[config.mk]
export PLATFORM = sky130hd
export DESIGN_NAME = iterative_alu_flat
export DESIGN_NICKNAME = d
export VERILOG_FILES = /design/src/rtl/iterative_alu_if.sv /design/src/rtl/iterative_alu.sv /design/src/flat_wrapper.sv
export SDC_FILE = /design/constraint.sdc
export NUM_CORES = 1
export LEC_CHECK = 0
export ABC_AREA = 1
export BUFFER_PORTS_ARGS = -buffer_cell sky130_fd_sc_hd__buf_2
export CORE_ASPECT_RATIO = 1.1
export CORE_MARGIN = 1
export CORE_UTILIZATION = 60
export CTS_CLUSTER_SIZE = 24
export DETAILED_ROUTE_END_ITERATION = 6
export PLACE_DENSITY = 0.8
export SYNTH_ARGS = -nofsm -noshare
export SYNTH_HDL_FRONTEND = slang
export SYNTH_SLANG_ARGS = --single-unit
export TNS_END_PERCENT = 100
[constraint.sdc]
create_clock -name clk -period 3.55 [get_ports clk]
set_clock_uncertainty 0.1 [all_clocks]
set_input_delay 0.5325 -clock clk [delete_from_list [all_inputs] [get_ports clk]]
set_output_delay 0.5325 -clock clk [all_outputs]
set_load 0.005 [all_outputs]
[src/rtl/iterative_alu_if.sv]
// Purpose: handshake and data bundle between an iterative_alu and its requester.
// Latency: none, wires only.
// Backpressure: the requester watches busy; a start raised while busy is dropped by the ALU.
// Ports (master = requester, slave = ALU):
//   start, command[3:0], inputA, inputB  -> request side, sampled together
//   busy, done, result[2W-1:0], carry, error <- completion side
interface iterative_alu_if #(
   parameter int WIDTH = 16
);
   logic               start;
   logic [3:0]         command;
   logic [WIDTH-1:0]   inputA;
   logic [WIDTH-1:0]   inputB;
   logic               busy;
   logic               done;
   logic [2*WIDTH-1:0] result;
   logic               carry;
   logic               error;

   modport master (
      output start, command, inputA, inputB,
      input  busy, done, result, carry, error
   );

   modport slave (
      input  start, command, inputA, inputB,
      output busy, done, result, carry, error
   );
endinterface

[src/rtl/iterative_alu.sv]
// Purpose: multi-cycle ALU: ground/add/sub in one step, mult/div/mod one bit per cycle.
// Latency: done 1 cycle after accept (ground/add/sub/illegal/div-by-0), WIDTH+1 for mult/div/mod.
// Backpressure: busy high from accept through done; start is ignored unless idle.
// Ports: clk, rst_n (synchronous, active-low); bus = iterative_alu_if.slave
//   (start/command/inputA/inputB in; busy/done/result/carry/error out).
module iterative_alu #(
   parameter int WIDTH = 16
) (
   input  logic            clk,
   input  logic            rst_n,
   iterative_alu_if.slave  bus
);

   localparam int CW = 6;
   localparam logic [3:0] CMD_GND = 4'd0;
   localparam logic [3:0] CMD_ADD = 4'd1;
   localparam logic [3:0] CMD_SUB = 4'd2;
   localparam logic [3:0] CMD_MUL = 4'd3;
   localparam logic [3:0] CMD_DIV = 4'd4;
   localparam logic [3:0] CMD_MOD = 4'd5;

   typedef enum logic [1:0] {IDLE, CALC, DONE} state_t;

   state_t               state, state_nxt;
   logic [3:0]           cmd_q;
   logic [WIDTH-1:0]     a_q, b_q;
   logic [2*WIDTH-1:0]   acc;
   logic [CW-1:0]        count;
   logic [2*WIDTH-1:0]   result_q;
   logic                 carry_q, error_q;

   logic                 is_div, is_iter, last_step;
   logic [WIDTH:0]       add_full, sub_full;
   logic                 add_ovf, sub_ovf;
   logic [WIDTH:0]       psum;
   logic [2*WIDTH-1:0]   mul_next, div_next, step_acc;
   logic [WIDTH:0]       partial;
   logic                 ge;
   logic [WIDTH-1:0]     rem_sub;

   // Division by zero never iterates; it finishes immediately with error.
   assign is_div    = (bus.command == CMD_DIV) || (bus.command == CMD_MOD);
   assign is_iter   = (bus.command == CMD_MUL) || (is_div && (bus.inputB != '0));
   assign last_step = (count == CW'(WIDTH - 1));

   // Single-cycle ops read the live operands: they retire on the accepting edge.
   assign add_full = {1'b0, bus.inputA} + {1'b0, bus.inputB};
   assign sub_full = {1'b0, bus.inputA} + {1'b0, ~bus.inputB} + (WIDTH+1)'(1);
   assign add_ovf  = (bus.inputA[WIDTH-1] == bus.inputB[WIDTH-1]) &&
                     (add_full[WIDTH-1] != bus.inputA[WIDTH-1]);
   assign sub_ovf  = (bus.inputA[WIDTH-1] != bus.inputB[WIDTH-1]) &&
                     (sub_full[WIDTH-1] != bus.inputA[WIDTH-1]);

   // Shift-add multiply: acc = {partial product, remaining multiplier bits}.
   assign psum     = {1'b0, acc[2*WIDTH-1:WIDTH]} + (acc[0] ? {1'b0, a_q} : '0);
   assign mul_next = {psum, acc[WIDTH-1:1]};

   // Restoring divide: acc = {remainder, dividend bits shifting into quotient}.
   // When the trial subtract succeeds the true difference is below b_q, so the
   // low WIDTH bits of the modular subtraction are exact.
   assign partial  = {acc[2*WIDTH-1:WIDTH], acc[WIDTH-1]};
   assign ge       = partial >= {1'b0, b_q};
   assign rem_sub  = partial[WIDTH-1:0] - b_q;
   assign div_next = ge ? {rem_sub, acc[WIDTH-2:0], 1'b1}
                        : {partial[WIDTH-1:0], acc[WIDTH-2:0], 1'b0};

   assign step_acc = (cmd_q == CMD_MUL) ? mul_next : div_next;

   always_ff @(posedge clk) begin
      if (!rst_n) state <= IDLE;
      else        state <= state_nxt;
   end

   always_comb begin
      state_nxt = state;
      case (state)
         IDLE:    if (bus.start) state_nxt = is_iter ? CALC : DONE;
         CALC:    if (last_step) state_nxt = DONE;
         DONE:    state_nxt = IDLE;
         default: state_nxt = IDLE;
      endcase
   end

   always_ff @(posedge clk) begin
      if (!rst_n) begin
         cmd_q    <= '0;
         a_q      <= '0;
         b_q      <= '0;
         acc      <= '0;
         count    <= '0;
         result_q <= '0;
         carry_q  <= 1'b0;
         error_q  <= 1'b0;
      end else begin
         case (state)
            IDLE: if (bus.start) begin
               cmd_q <= bus.command;
               a_q   <= bus.inputA;
               b_q   <= bus.inputB;
               count <= '0;
               if (bus.command == CMD_MUL) acc <= {{WIDTH{1'b0}}, bus.inputB};
               else                        acc <= {{WIDTH{1'b0}}, bus.inputA};
               if (!is_iter) begin
                  result_q <= '0;
                  carry_q  <= 1'b0;
                  error_q  <= 1'b0;
                  case (bus.command)
                     CMD_GND: ;
                     CMD_ADD: begin
                        result_q <= {{WIDTH{1'b0}}, add_full[WIDTH-1:0]};
                        carry_q  <= add_full[WIDTH];
                        error_q  <= add_ovf;
                     end
                     CMD_SUB: begin
                        result_q <= {{WIDTH{1'b0}}, sub_full[WIDTH-1:0]};
                        carry_q  <= sub_full[WIDTH];
                        error_q  <= sub_ovf;
                     end
                     default: error_q <= 1'b1;   // div/mod by zero, illegal opcodes
                  endcase
               end
            end
            CALC: begin
               acc   <= step_acc;
               count <= count + CW'(1);
               if (last_step) begin
                  carry_q <= 1'b0;
                  error_q <= 1'b0;
                  case (cmd_q)
                     CMD_MUL: result_q <= step_acc;
                     CMD_MOD: result_q <= {{WIDTH{1'b0}}, step_acc[2*WIDTH-1:WIDTH]};
                     default: result_q <= {{WIDTH{1'b0}}, step_acc[WIDTH-1:0]};
                  endcase
               end
            end
            default: ;
         endcase
      end
   end

   assign bus.busy   = (state != IDLE);
   assign bus.done   = (state == DONE);
   assign bus.result = result_q;
   assign bus.carry  = carry_q;
   assign bus.error  = error_q;

endmodule

[src/flat_wrapper.sv]
// flat-port wrapper written by rule: the top's interface ports become plain ports
module iterative_alu_flat 
#(
   parameter int WIDTH = 16
)
  (clk, rst_n, bus_start, bus_command, bus_inputA, bus_inputB, bus_busy, bus_done, bus_result, bus_carry, bus_error);
  iterative_alu_if #(.WIDTH(WIDTH)) bus_i ();
  input  logic clk;
  input  logic rst_n;
  input wire logic [$bits(bus_i.start)-1:0] bus_start;
  input wire logic [$bits(bus_i.command)-1:0] bus_command;
  input wire logic [$bits(bus_i.inputA)-1:0] bus_inputA;
  input wire logic [$bits(bus_i.inputB)-1:0] bus_inputB;
  output wire logic [$bits(bus_i.busy)-1:0] bus_busy;
  output wire logic [$bits(bus_i.done)-1:0] bus_done;
  output wire logic [$bits(bus_i.result)-1:0] bus_result;
  output wire logic [$bits(bus_i.carry)-1:0] bus_carry;
  output wire logic [$bits(bus_i.error)-1:0] bus_error;
  assign bus_i.start = bus_start;
  assign bus_i.command = bus_command;
  assign bus_i.inputA = bus_inputA;
  assign bus_i.inputB = bus_inputB;
  assign bus_busy = bus_i.busy;
  assign bus_done = bus_i.done;
  assign bus_result = bus_i.result;
  assign bus_carry = bus_i.carry;
  assign bus_error = bus_i.error;
  iterative_alu #(.WIDTH(WIDTH)) u_core (.clk(clk), .rst_n(rst_n), .bus(bus_i));
endmodule
=== After elaboration in Yosys (flattened, before gate mapping) ===
Index checks and enable logic that the tools add are counted.
Widths: inputs -> output; s select.

* Word-level logic and storage cells: 75
* Output and inout port bits: 36
* Bits in registers: 110
* Input port bits: 39

* Reduce and logical (&&, ||, !) cells: 14
* Eq/ne operators: 17
* Bitwise logic cells: 1
* Add/subtract/negate cells: 6
* $lt $le $gt $ge: 1
* Mux-type cells: 27

{| class="wikitable"
|+ Operators by type and width
! cell !! number
|-
| $mux 32 || 6
|-
| $pmux 32 s2 || 3
|-
| $add 16x16->17 || 2
|-
| $mux 16 || 2
|-
| $pmux 16 s2 || 1
|-
| $add 16x17->17 || 1
|-
| $add 17x1->17 const B || 1
|-
| $ge 17x16->1 || 1
|-
| $not 16->16 || 1
|-
| $reduce_bool 16->1 || 1
|-
| $sub 16x16->16 || 1
|-
| $eq 4x2->1 const B || 3
|-
| $eq 4x3->1 const B || 3
|-
| $pmux 6 s2 || 1
|-
| $add 6x1->6 const B || 1
|-
| $eq 6x4->1 const B || 1
|-
| $mux 2 || 3
|-
| $mux 6 || 1
|-
| $pmux 1 s2 || 3
|-
| $reduce_and 2->1 || 3
|-
| $mux 1 || 5
|-
| $eq 4x1->1 const B || 1
|-
| $logic_not 4->1 || 1
|-
| $ne 2x2->1 const B || 2
|-
| 12 further kinds || 18
|}

=== Logic depth before layout (Yosys ltp) ===
Gate-level depths: netlist of run 1.

* Word-level depth: 9
* Mapped depth: 19
* Depth with buffers taken out: 18

=== Worst setup path after synthesis of run 1 ===
No wires, ideal clock.

* Path kind: flip-flop to flip-flop
* Start: register u_core.acc[0]
* End: register u_core.result_q[9], in the netlist u_core.bus.result[9]
* Library setup time: 0.134 ns
* Path slack: 1.058 ns
* Arrival time: 2.258 ns
* Period minus slack after synthesis: 2.492 ns
* Cell stages (with the launch flop): 17
* Cell sequence: dfxtp_1 clkbuf_1 clkbuf_1 nand2_1 inv_1 ha_1 a21oi_1 nor2_1 nor2_1 nand3_1 or2_2 nand2_1 nand2_1 nand3_1 nand2_1 nand2_1 a21oi_1

* Longest elaborated chain between the ends: 6

{| class="wikitable"
|+ RTL lines
! what !! RTL line !! RTL
|-
| start, declared || iterative_alu.sv:27 || <nowiki>logic [2*WIDTH-1:0] acc;</nowiki>
|-
| start signal, assigned || iterative_alu.sv:101 || <nowiki>if (bus.command == CMD_MUL) acc <= {{WIDTH{1'b0}}, bus.inputB};</nowiki>
|-
| start signal, assigned || iterative_alu.sv:102 || <nowiki>else acc <= {{WIDTH{1'b0}}, bus.inputA};</nowiki>
|-
| start signal, assigned || iterative_alu.sv:124 || <nowiki>acc <= step_acc;</nowiki>
|-
| $mux 16 || iterative_alu.sv:55 || <nowiki>assign psum = {1'b0, acc[2*WIDTH-1:WIDTH]} + (acc[0] ? {1'b0, a_q} : '0);</nowiki>
|-
| $add 16x17->17 || iterative_alu.sv:55 ||
|-
| $mux 32 || iterative_alu.sv:67 || <nowiki>assign step_acc = (cmd_q == CMD_MUL) ? mul_next : div_next;</nowiki>
|-
| $pmux 32 s2 || iterative_alu.sv:129 || <nowiki>case (cmd_q)</nowiki>
|-
| $mux 32 || iterative_alu.sv:126 || <nowiki>if (last_step) begin</nowiki>
|-
| $pmux 32 s2 || iterative_alu.sv:95 || <nowiki>case (state)</nowiki>
|-
| end signal, assigned || iterative_alu.sv:130 || <nowiki>CMD_MUL: result_q <= step_acc;</nowiki>
|-
| end signal, assigned || iterative_alu.sv:131 || <nowiki>CMD_MOD: result_q <= {{WIDTH{1'b0}}, step_acc[2*WIDTH-1:WIDTH]};</nowiki>
|-
| end signal, assigned || iterative_alu.sv:132 || <nowiki>default: result_q <= {{WIDTH{1'b0}}, step_acc[WIDTH-1:0]};</nowiki>
|-
| end, declared || iterative_alu.sv:29 || <nowiki>logic [2*WIDTH-1:0] result_q;</nowiki>
|}

No other way between the ends. The select of a mux whose other input is x is not followed.
A chain may end at the register's enable or synchronous reset.

=== Worst setup path in the final report of run 1 ===
* Start: register u_core.acc[0]
* End: register u_core.result_q[15], in the netlist u_core.bus.result[15]

Same word-level chain as after synthesis.

==> summary.txt, run 1 <==
Logic synthesis
  – Synth Area per Inst: around 6 um^2
  – Share of the synthesized area in the top cell type: between 20 and 25%
  – Synthesized area: ~9000 um^2
  – Distinct cell type count after synthesis: 47
  – Count leader, synth: nand2_1
  – Post-synthesis register bit count: 110
  – Fraction of registers with async set/reset: 0%
  – Post-synth EDFFs: 0
  – Synth Warn #: 0
  – Synth top cells by count: nand2_1 (413), inv_1 (173), a21oi_1 (148)
  – Largest area contributor in the netlist: dfxtp_1
  – Main synth FF type: dfxtp_1
  – Main area contributors after synthesis: dfxtp_1 (25%), nand2_1 (17%), ha_1 (9.1%), a21oi_1 (8.2%), inv_1 (7.2%)
  – Post-synthesis sequential area ratio: approximately 25%
  – Syn_nets: between 1,500 and 2,000
  – Gate Count Post-Synth: between 1,000 and 1,500

Clocking
  – Clock latency on the worst-skew pair: 0.38 ns
  – CTS max path bufs: 2
  – Htree depth: 3
  – # resized after CTS: 0
  – Root buffer cell: clkbuf_16
  – Setup bufs post-CTS: 0
  – CTS Buf Count: 9
  – # hold bufs at CTS: 0
  – Reg clk slew, reported paths: roughly 0.080 ns
  – CTS tree: built
  – Clock Sinks: 110

STA
  – Max_slew headroom: about a third
  – Final slew viol count: 0
  – RSZ-0062 raised after global routing: no
  – Final Hold Viols: 0
  – Crit share post-route: 80.7%
  – Fin Hold WS: between 0.3 and 0.4 ns
  – Slew @ Worst Pin: 0.997 ns
  – Peak Freq: ~350 MHz
  – Post-route setup slack: 0.685 ns
  – Final setup fails: 0
  – Post-route minimum period: roughly 2.9 ns
  – Setup_tns: 0 ns

Finish
  – Final nets: between 1,500 and 2,000
  – Layout cells sized above 1: under 10%
  – N_diodes: 0
  – Layout area overhead: 8.17%

Worst setup path
  – CP Launch Type: flop
  – Worst path bufs/invs: 2
  – Most frequent cell on the critical path: nand2_1
  – Cell chain of the critical path: buf_4 > nand2_1 > fa_1 > inv_1 > nand2_1 > o211ai_1 > nand2_1 > nand2_1 > nand2_1 > o21ai_1 > nand2_1 > nand3_1 > nand2_1 > a21oi_1
  – Critical Path End Type: flop
  – R2R setup slack: between 0.6 and 0.7 ns
  – Crit path max-delay family: simple AND/OR/NAND/NOR gates
  – CP startpoint: u_core.acc[0]
  – RR Startpoint: u_core.acc[0]
  – Worst EP arrival: ~3 ns
  – Req. time, crit path: approximately 3.8 ns
  – RR Endpoint: u_core.bus.result[15]
  – R2R depth: 14
  – CP peak stage delay: between 0.4 and 0.5 ns
  – CP max FO: 16
  – Slowest CP cell: fa_1
  – Crit Path Category: flop to flop

Routing
  – DRC: 0
  – Drt wl/cell: 17.8 um
  – WL final: 30.7 mm
  – Via count: around 10,000
  – Antenna violation net count after detailed routing: 0
  – Initial DRC Count: roughly 1,100
  – Drt pass-1 iters: 7
  – Drt via density: ~6.0

Power and ir drop
  – PnR Total Power: 0.00343 W
  – Power per cell area: 353 nW/um^2
  – VDD IR-drop max: about 350 uV
  – P_leak: 4.85 nW

GRT
  – GRT Util Overall: between 40 and 50%
  – Remaining global-route overflow: 0
  – Gr busiest metal: met2
  – Initial antenna violation count: 0
  – M2 GR Usage: around two thirds
  – Met1 Use GR: 49.1%
  – GR Util met3: about 7.1%
  – Vias in the first global route: 9,464
  – Largest net degree at the start of global routing: 66
  – First-pass GRT wire length: just under 50 mm

Status
  – Status: finished clean

Floorplan
  – Full die area: 15,500 um^2
  – Initial Util: approximately 62%
  – I/O pin total: 75
  – Core region area: 14,500 um^2
  – Die X: roughly 120 um
  – Rows: 46
  – Die Span Y: between 100 and 150 um

Worst hold path
  – Worst Hold Path EP: u_core.bus.result[30]
  – Hold/Removal Path Class: flop to flop
  – Hold Path Depth: 2
  – Worst min-delay path startpoint: u_core.bus.result[30]

Placement
  – Dpl ws: around 0.75 ns
  – HPWL Detailed: about 24 mm
  – GP Congestion: between 1 and 1.5
  – IO buf count: 74

Job
  – Max-Cap Viols: 0
==> cell usage in the layout, fill, tap and decap left out, types with 27 or more instances in the layout <==
cell type and count:
a21oi_1 148, buf_2 74, dfxtp_1 110, ha_1 65
inv_1 173, nand2_1 412, nand3_1 117, nand4_1 27
nor2_1 117, o21ai_0 116
==> area by class of cell <==
class / count / area, um^2
Sequential cell: 110 / 2200
Multi-Input combinational cell: 1129 / 5790
Tap cell: 192 / 240
Clock buffer: 9 / 225
Clock inverter: 7 / 77.6
Timing Repair Buffer: 88 / 475
Inverter: 187 / 702
Fill cell: 1384 / 4790
==> logic make-up (layout without fill, tap and decap cells) <==
kind of cell	after synthesis	in the layout	share of synthesized area [%]
and+or+nand+nor	717	717	33.6
AOI/OAI and AO/OA	335	335	20.1
buffers and inverters	251	291	11.1
DFF	110	110	24.5
adders and majority gates	69	69	9.95
xor gates and xnor gates	8	8	0.780
==> per-layer routing <==
layer  wire length, um  vias up
met5                 0        -
met3              2590      138
met2             13800      577
met1             12300     4625
li1                  -     4954
met4              2040        0
==> worst max-delay path by stage <==
stage | end | slack, ns | cells past startpoint
after floorplan | u_core.bus.result[9] | 1.06 | 16
after global placement | u_core.bus.result[14] | 0.78 | 15
after detailed placement | u_core.bus.result[14] | 0.75 | 15
after CTS | u_core.bus.result[15] | 0.80 | 14
after global routing | u_core.bus.result[11] | 0.55 | 15
final | u_core.bus.result[15] | 0.68 | 14
==> registers in the layout (all words and copies together) (netlist names) <==
name,count
u_core.acc,32
u_core.bus.result,32
u_core.a_q,16
u_core.b_q,16
u_core.count,6
u_core.cmd_q,4
u_core.state,2
u_core.bus.carry,1
u_core.bus.error,1
==> worst register-to-register path: cells and delay by family, from the launching register on <==
| family | cells | cell delay [ns] |
|---|---|---|
| and+or+nand+nor | 8 | 0.95 |
| adders and majority gates | 1 | 0.47 |
| buffers and inverters | 2 | 0.37 |
| AOI/OAI and AO/OA | 3 | 0.57 |
| DFF | 1 | 0.35 |
==> through the flow <==
step | area, um^2 | util, % | cells
after CTS | 9710 | 67.0 | 1722
after floorplan | 8980 | - | 1490
after global routing | 9710 | 67.0 | 1722
final | 9710 | 67.0 | 1722
after global placement | 9410 | 64.9 | 1706
after detailed placement | 9410 | 64.9 | 1706
==> where the power goes <==
part / switching (W) / internal, W / total [W]
combinational: 0.000719 / 0.000310 / 0.00103
clock: 0.000550 / 0.000501 / 0.00105
sequential: 0.0000415 / 0.00131 / 0.00135
total: 0.00131 / 0.00212 / 0.00343
(Power assumes the default switching activity.)
==> run 2, diff against run 1 <==
==> constraint.sdc (replaced) <==
create_clock -name clk -period 2.68 [get_ports clk]
set_clock_uncertainty 0.1 [all_clocks]
set_input_delay 0.402 -clock clk [delete_from_list [all_inputs] [get_ports clk]]
set_output_delay 0.402 -clock clk [all_outputs]
set_load 0.005 [all_outputs]
==> run 2 against run 1 <==
Against the previous run:
- clock-buffer cell count is the same
- die area unchanged
- sequential share of layout area decreased by 0.92 points
- fmax up 11%
- final cell count grew 2.1%
- critical path type unchanged
- critical endpoint is now u_core.bus.result[4]
- largest power group unchanged
- highest routed layer unchanged
==> summary.txt, run 2 (synthesis results as in run 1) <==
Worst setup path
  – Req. time, crit path: 2.81 ns (-0.94 ns)
  – CP peak stage delay: 0.49 ns (+0.02 ns)
  – Worst EP arrival: 2.72 ns (-0.34 ns)
  – CP max FO: 13 (-3)
  – Crit Path Category: flop to flop
  – Most frequent cell on the critical path: nand2_1
  – R2R setup slack: 0.09 ns (-0.59 ns)
  – R2R depth: 16 (+2)
  – RR Endpoint: u_core.bus.result[4]
  – CP Launch Type: flop
  – Critical Path End Type: flop
  – RR Startpoint: u_core.acc[21]
  – Slowest CP cell: dfxtp_1
  – Cell chain of the critical path: ha_4 > nand2_1 > nand2_1 > nand2_1 > nand2_1 > inv_2 > nand3_2 > nand2_1 > nand2_2 > buf_12 > o21ai_0 > nand2_1 > nand3_1 > nand2_1 > nand2_1 > a21oi_1

Routing
  – Antenna violation net count after detailed routing: 0 (unchanged)
  – WL final: 33.0 mm (+7.4%)
  – Drt wl/cell: 18.8 um (+5.2%)
  – Drt pass-1 iters: 7 (unchanged)
  – Via count: 10,600 (+3.1%)
  – DRC: 0 (unchanged)
  – Drt via density: 6.04 (+1.0%)
  – Initial DRC Count: 1,135 (+5.8%)

Finish
  – Register Area: 2210 um^2 (+0.23%)
  – Layout cells sized above 1: 13.0% (+3.9 points)
  – Fill cell count: 1,316 (-4.9%)
  – Most common cell after layout, fill and taps aside: nand2_1
  – Final nets: 1,668 (+2.1%)
  – Layout area overhead: 13.0%
  – Area of the multi-input gates: 5930 um^2 (+2.4%)
  – Commonest non-fill, non-tap cells in the layout: nand2_1 (405), inv_1 (172), a21oi_1 (145)
  – Finished Layout Cells: 1,758 (+2.1%)
  – Final Util: 70.0% (+3.0 points)

Worst hold path
  – Hold Path Depth: 3 (+1)
  – Hold/Removal Path Class: input port to flop
  – Worst Hold Path EP: u_core.state[0]
  – Worst min-delay path startpoint: bus_start

STA
  – Peak Freq: 386 MHz (+11%)
  – Final slew viol count: 0 (unchanged)
  – Final Hold Viols: 0 (unchanged)
  – Max_slew headroom: 55.6% (+22 points)
  – Post-route minimum period: 2.59 ns (-0.278 ns)
  – Slew @ Worst Pin: 0.666 ns (-0.331 ns)
  – Setup_tns: 0 ns (unchanged)
  – Final setup fails: 0 (unchanged)
  – Crit share post-route: 96.6% (+16 points)

Placement
  – GP Congestion: 1.03 (+2.2%)
  – Placed insts: 1,740 (+2.0%)
  – HPWL Detailed: 25.8 mm (+7.7%)
  – IO buf count: 74 (unchanged)

Clocking
  – Htree depth: 3 (unchanged)
  – # hold bufs at CTS: 0 (unchanged)
  – Root buffer cell: clkbuf_16
  – CTS max path bufs: 2 (unchanged)
  – CTS tree: built
  – Clock latency on the worst-skew pair: 0.37 ns (about the same)
  – CTS Buf Count: 9 (unchanged)
  – Clock Sinks: 110 (unchanged)
  – Reg clk slew, reported paths: 0.08 ns (about the same)

Floorplan
  – Core region area: 14,500 um^2 (unchanged)
  – Rows: 46 (unchanged)
  – I/O pin total: 75 (unchanged)
  – Full die area: 15,500 um^2 (unchanged)
  – Initial Util: 61.9% (unchanged)
  – Die Span Y: 130 um (unchanged)
  – Die X: 119 um (unchanged)

GRT
  – Initial antenna violation count: 1 (+1)
  – Vias in the first global route: 9,959 (+5.2%)
  – Largest net degree at the start of global routing: 66 (unchanged)
  – Remaining global-route overflow: 0 (unchanged)
  – GRT Util Overall: 42.7% (+2.2 points)
  – First-pass GRT wire length: 50.9 mm (+4.4%)

Power and ir drop
  – PnR Total Power: 0.00470 W (+37%)
  – Sw Share: 38.7% (+0.50 points)
  – Internal: 0.00288 W (+36%)
  – Power per cell area: 463 nW/um^2 (+31%)
  – Reg power frac: 38.3% (-1.0 points)
  – NetSw: 0.00182 W (+39%)
  – Gate power share: 31.3% (+1.3 points)
  – P_leak: 5.03 nW (+3.8%)
  – VDD IR-drop max: 309 uV (-11%)
  – Clock share of power: 30.4% (-0.2 points)

Job
  – Max-Cap Viols: 0 (unchanged)

Status
  – Status: finished clean
## run 2: critical path, delay by kind of cell, from the launching register on
family / cells / cell delay, ns
AO/OA/AOI/OAI: 2 / 0.22
flip-flops: 1 / 0.49
buffers and inverters: 2 / 0.23
AND/OR/NAND/NOR: 11 / 1.14
adder cells (fa/ha/maj): 1 / 0.28
## run 2: layout make-up
type / count / area share [%]
well taps: 192 / 2.37
clock inverters: 7 / 0.814
inverters: 187 / 6.92
clock buffers: 9 / 2.22
flip-flops and latches: 110 / 21.8
repair buffers: 123 / 7.44
multi-input cells: 1129 / 58.5
diodes: 1 / 0.0247
## run 2: through the flow
| step | hold slack (ns) | area, um^2 | worst slack [ns] |
|---|---|---|---|
| 6_report | 0.220 | 10100 | 0.0924 |
| 3_3_place_gp | 0.347 | 9680 | -0.0706 |
| 5_1_grt | 0.250 | 10100 | -0.0179 |
| 2_1_floorplan | 0.333 | 8980 | 0.188 |
| 3_5_place_dp | 0.349 | 9680 | -0.0909 |
| 4_1_cts | 0.219 | 10000 | 0.0249 |
## run 2: worst max path at each step
| stage | start | endpoint | slack (ns) |
|---|---|---|---|
| global placement | bus_inputB[8] | u_core.bus.result[15] | -0.07 |
| CTS | u_core.acc[0] | u_core.bus.result[8] | 0.02 |
| detailed placement | bus_inputB[8] | u_core.bus.result[15] | -0.09 |
| finish | u_core.acc[21] | u_core.bus.result[4] | 0.09 |
| floorplan | u_core.acc[0] | u_core.bus.result[9] | 0.19 |
| global route | u_core.acc[21] | u_core.bus.result[4] | -0.02 |
## run 2: per-layer routing
layer	track usage [%]	wire length, um	part of all wire [%]	vias up
met1	48.0	12300	37	4796
met5	0	0	0	-
li1	-	-	-	5045
met2	73.0	15200	46	612
met4	29.9	2310	7.0	0
met3	9.05	3150	9.5	161
## run 2: what timing repair did
| action | in CTS | in global routing |
|---|---|---|
| endpoints found under the setup margin | 2 | 25 |
| buffers inserted | 0 | 1 |
| gates resized for setup | 3 | 30 |
| pin swaps | 0 | 5 |
## run 2: power by group through the flow
stage | combinational (W) | clock [W] | sequential [W]
2_1_floorplan | 0.000951 | 0 | 0.00180
3_3_place_gp | 0.00137 | 0 | 0.00183
3_5_place_dp | 0.00138 | 0 | 0.00183
4_1_cts | 0.00139 | 0.00141 | 0.00179
5_1_grt | 0.00161 | 0.00148 | 0.00181
6_report | 0.00147 | 0.00143 | 0.00180
==> run 3, diff against run 2 <==
--- a/config.mk
+++ b/config.mk
@@ -6,13 +6,14 @@
 export NUM_CORES = 1
 export LEC_CHECK = 0
 export ABC_AREA = 1
-export BUFFER_PORTS_ARGS = -buffer_cell sky130_fd_sc_hd__buf_2
 export CORE_ASPECT_RATIO = 1.1
 export CORE_MARGIN = 1
 export CORE_UTILIZATION = 60
 export CTS_CLUSTER_SIZE = 24
 export DETAILED_ROUTE_END_ITERATION = 6
-export PLACE_DENSITY = 0.8
+export DONT_BUFFER_PORTS = 1
+export GPL_TIMING_DRIVEN = 0
+export PLACE_DENSITY = 0.76
 export SYNTH_ARGS = -nofsm -noshare
 export SYNTH_HDL_FRONTEND = slang
 export SYNTH_SLANG_ARGS = --single-unit
==> run 3 against run 2 <==
Against the previous run:
- largest cell class unchanged
- wire length barely moved
- worst setup slack got worse by 0.029 ns
- worst hold slack got worse by 0.13 ns
- via count fell by 2.5%
- critical endpoint is now u_core.bus.result[15]
- sequential cell count did not move
- clock power barely moved
- clock-buffer cell count did not move
- first-iteration DRC count fell by 15%
- non-clock buffer count fell by 57
- fmax fell by 1.1%
- register-to-register slack got worse by 0.03 ns
==> summary.txt, run 3 (synthesis results as in run 1) <==
Clocking
  – Clock Sinks: 110 (unchanged)
  – CTS max path bufs: 2 (unchanged)
  – # hold bufs at CTS: 0 (unchanged)
  – Root buffer cell: clkbuf_16
  – CTS Buf Count: 9 (unchanged)
  – Reg clk slew, reported paths: 0.09 ns (about the same)
  – Clock latency on the worst-skew pair: 0.38 ns (about the same)
  – CTS tree: built
  – Htree depth: 3 (unchanged)

Power and ir drop
  – P_leak: 4.62 nW (-8.1%)
  – VDD IR-drop max: 405 uV (+31%)
  – PnR Total Power: 0.00459 W (-2.4%)
  – Power per cell area: 472 nW/um^2 (+1.9%)

Routing
  – Via count: 10,300 (-2.5%)
  – Drt wl/cell: 19.4 um (+3.3%)
  – WL final: 33.0 mm (about the same)
  – Drt via density: 6.08 (+0.75%)
  – Metal2 WL: 15.1 mm (-0.95%)
  – Met3 routed WL: 3.08 mm (-2.1%)
  – DRC: 0 (unchanged)
  – Max Used Layer: met4
  – Drt pass-1 iters: 6 (-1)
  – Initial DRC Count: 969 (-15%)
  – Antenna violation net count after detailed routing: 0 (unchanged)
  – Met1 wire length: 12.6 mm (+2.5%)

Finish
  – Commonest non-fill, non-tap cells in the layout: nand2_1 (406), inv_1 (171), a21oi_1 (143)
  – Layout cells sized above 1: 8.29% (-4.7 points)
  – Register Area: 2220 um^2 (+0.51%)
  – Finished Layout Cells: 1,701 (-3.2%)
  – Most common cell after layout, fill and taps aside: nand2_1
  – Layout area overhead: 8.21%
  – Final Util: 67.0% (-3.0 points)
  – Final nets: 1,611 (-3.4%)
  – Fill cell count: 1,442 (+9.6%)
  – Area of the multi-input gates: 5910 um^2 (-0.32%)

Worst setup path
  – CP Launch Type: flop
  – RR Startpoint: u_core.acc[0]
  – CP max FO: 8 (-5)
  – Crit Path Category: flop to flop
  – Critical Path End Type: flop
  – R2R depth: 16 (unchanged)
  – Req. time, crit path: 2.88 ns (+0.07 ns)
  – RR Endpoint: u_core.bus.result[15]
  – R2R setup slack: 0.06 ns (-0.03 ns)
  – Worst EP arrival: 2.82 ns (+0.10 ns)

Worst hold path
  – Hold Path Depth: 2 (-1)
  – Hold/Removal Path Class: input port to flop
  – Worst Hold Path EP: u_core.b_q[0]
  – Worst min-delay path startpoint: bus_inputB[0]

STA
  – Final slew viol count: 0 (unchanged)
  – Max_slew headroom: 50.4% (-5.2 points)
  – Peak Freq: 382 MHz (-1.1%)
  – Slew @ Worst Pin: 0.744 ns (+0.0784 ns)
  – Crit share post-route: 97.6% (+1.1 points)
  – Final setup fails: 0 (unchanged)
  – Post-route minimum period: 2.62 ns (+0.0289 ns)
  – Final Hold Viols: 0 (unchanged)

Floorplan
  – Full die area: 15,500 um^2 (unchanged)
  – Rows: 46 (unchanged)
  – I/O pin total: 75 (unchanged)
  – Die X: 119 um (unchanged)
  – Initial Util: 61.9% (unchanged)
  – Core region area: 14,500 um^2 (unchanged)
  – Die Span Y: 130 um (unchanged)

GRT
  – GRT Util Overall: 42.4% (-0.26 points)
  – First-pass GRT wire length: 49.9 mm (-2.1%)
  – Remaining global-route overflow: 0 (unchanged)
  – Largest net degree at the start of global routing: 24 (-64%)
  – Initial antenna violation count: 1 (unchanged)
  – Vias in the first global route: 9,384 (-5.8%)

Placement
  – GP Congestion: 1.03 (+0.20%)
  – HPWL Detailed: 26.3 mm (+2.0%)
  – IO buf count: 0 (-100%)
  – Placed insts: 1,682 (-3.3%)

Status
  – Status: finished clean

Job
  – Max-Cap Viols: 0 (unchanged)
==> run 3: cell types whose count changed in the layout (fill, tap and decap cells not counted), moves of 4 or more <==
cell      delta
buf_1        +4
clkbuf_1    +34
buf_4       -39
buf_2       -57
dfxtp_1      -9
dfxtp_2      +9
==> run 3: critical path: stages, from the launching register on <==
cell	delay [ns]
dfxtp_4	0.40
nand2_1	0.06
inv_1	0.05
ha_1	0.18
inv_1	0.07
fa_2	0.36
inv_2	0.08
nand2_1	0.06
o211ai_1	0.17
nand2_1	0.14
nand2_2	0.10
nand2_2	0.08
o21ai_2	0.20
nand2_1	0.12
nand3_2	0.13
nand2_1	0.11
a21oi_1	0.14
==> run 3: final cells by class <==
type / count / area share, %
Multi-Input combinational cell: 1129 / 60.9
Antenna cell: 1 / 0.0258
Clock inverter: 7 / 0.966
Buffer: 63 / 3.08
Inverter: 187 / 7.22
Sequential cell: 110 / 22.8
Timing Repair Buffer: 3 / 0.232
Clock buffer: 9 / 2.32
Tap cell: 192 / 2.47
==> run 3: what timing repair did <==
action,4_1_cts,5_1_grt
setup endpoints to repair,21,20
setup buffers,0,3
pin swaps,0,5
gates resized for setup,8,49
==> run 3: power by group <==
part / total (W) / leakage, nW / internal [W] / switching (W)
Combinational: 0.00136 / 3.57 / 0.000417 / 0.000941
Sequential: 0.00179 / 0.905 / 0.00173 / 0.0000596
Clock: 0.00144 / 0.154 / 0.000683 / 0.000753
Total: 0.00459 / 4.62 / 0.00283 / 0.00175
==> run 3: worst max-delay path by stage <==
stage / from / to / slack, ns / cells past startpoint
2_1_floorplan: u_core.acc[0] / u_core.bus.result[9] / 0.19 / 16
3_3_place_gp: u_core.acc[0] / u_core.bus.result[9] / -0.41 / 16
3_5_place_dp: u_core.acc[0] / u_core.bus.result[9] / -0.39 / 16
4_1_cts: u_core.acc[15] / u_core.bus.result[8] / 0.002 / 18
5_1_grt: u_core.acc[0] / u_core.bus.result[15] / -0.05 / 16
6_report: u_core.acc[0] / u_core.bus.result[15] / 0.06 / 16
==> run 3: metrics by stage <==
| stage | setup WS (ns) | hold slack, ns | TNS [ns] | area (um^2) |
|---|---|---|---|---|
| 2_1_floorplan | 0.188 | 0.333 | 0 | 8980 |
| 3_3_place_gp | -0.412 | 0.345 | -3.46 | 9220 |
| 3_5_place_dp | -0.390 | 0.358 | -3.34 | 9220 |
| 4_1_cts | 0.00241 | 0.0821 | 0 | 9570 |
| 5_1_grt | -0.0462 | 0.102 | -0.133 | 9710 |
| 6_report | 0.0635 | 0.0921 | 0 | 9720 |
==> run 3: routing by layer <==
layer	global-route usage, %	up-vias
li1	-	4936
met1	49.0	4699
met2	71.8	568
met3	9.09	144
met4	27.7	0
met5	0	-
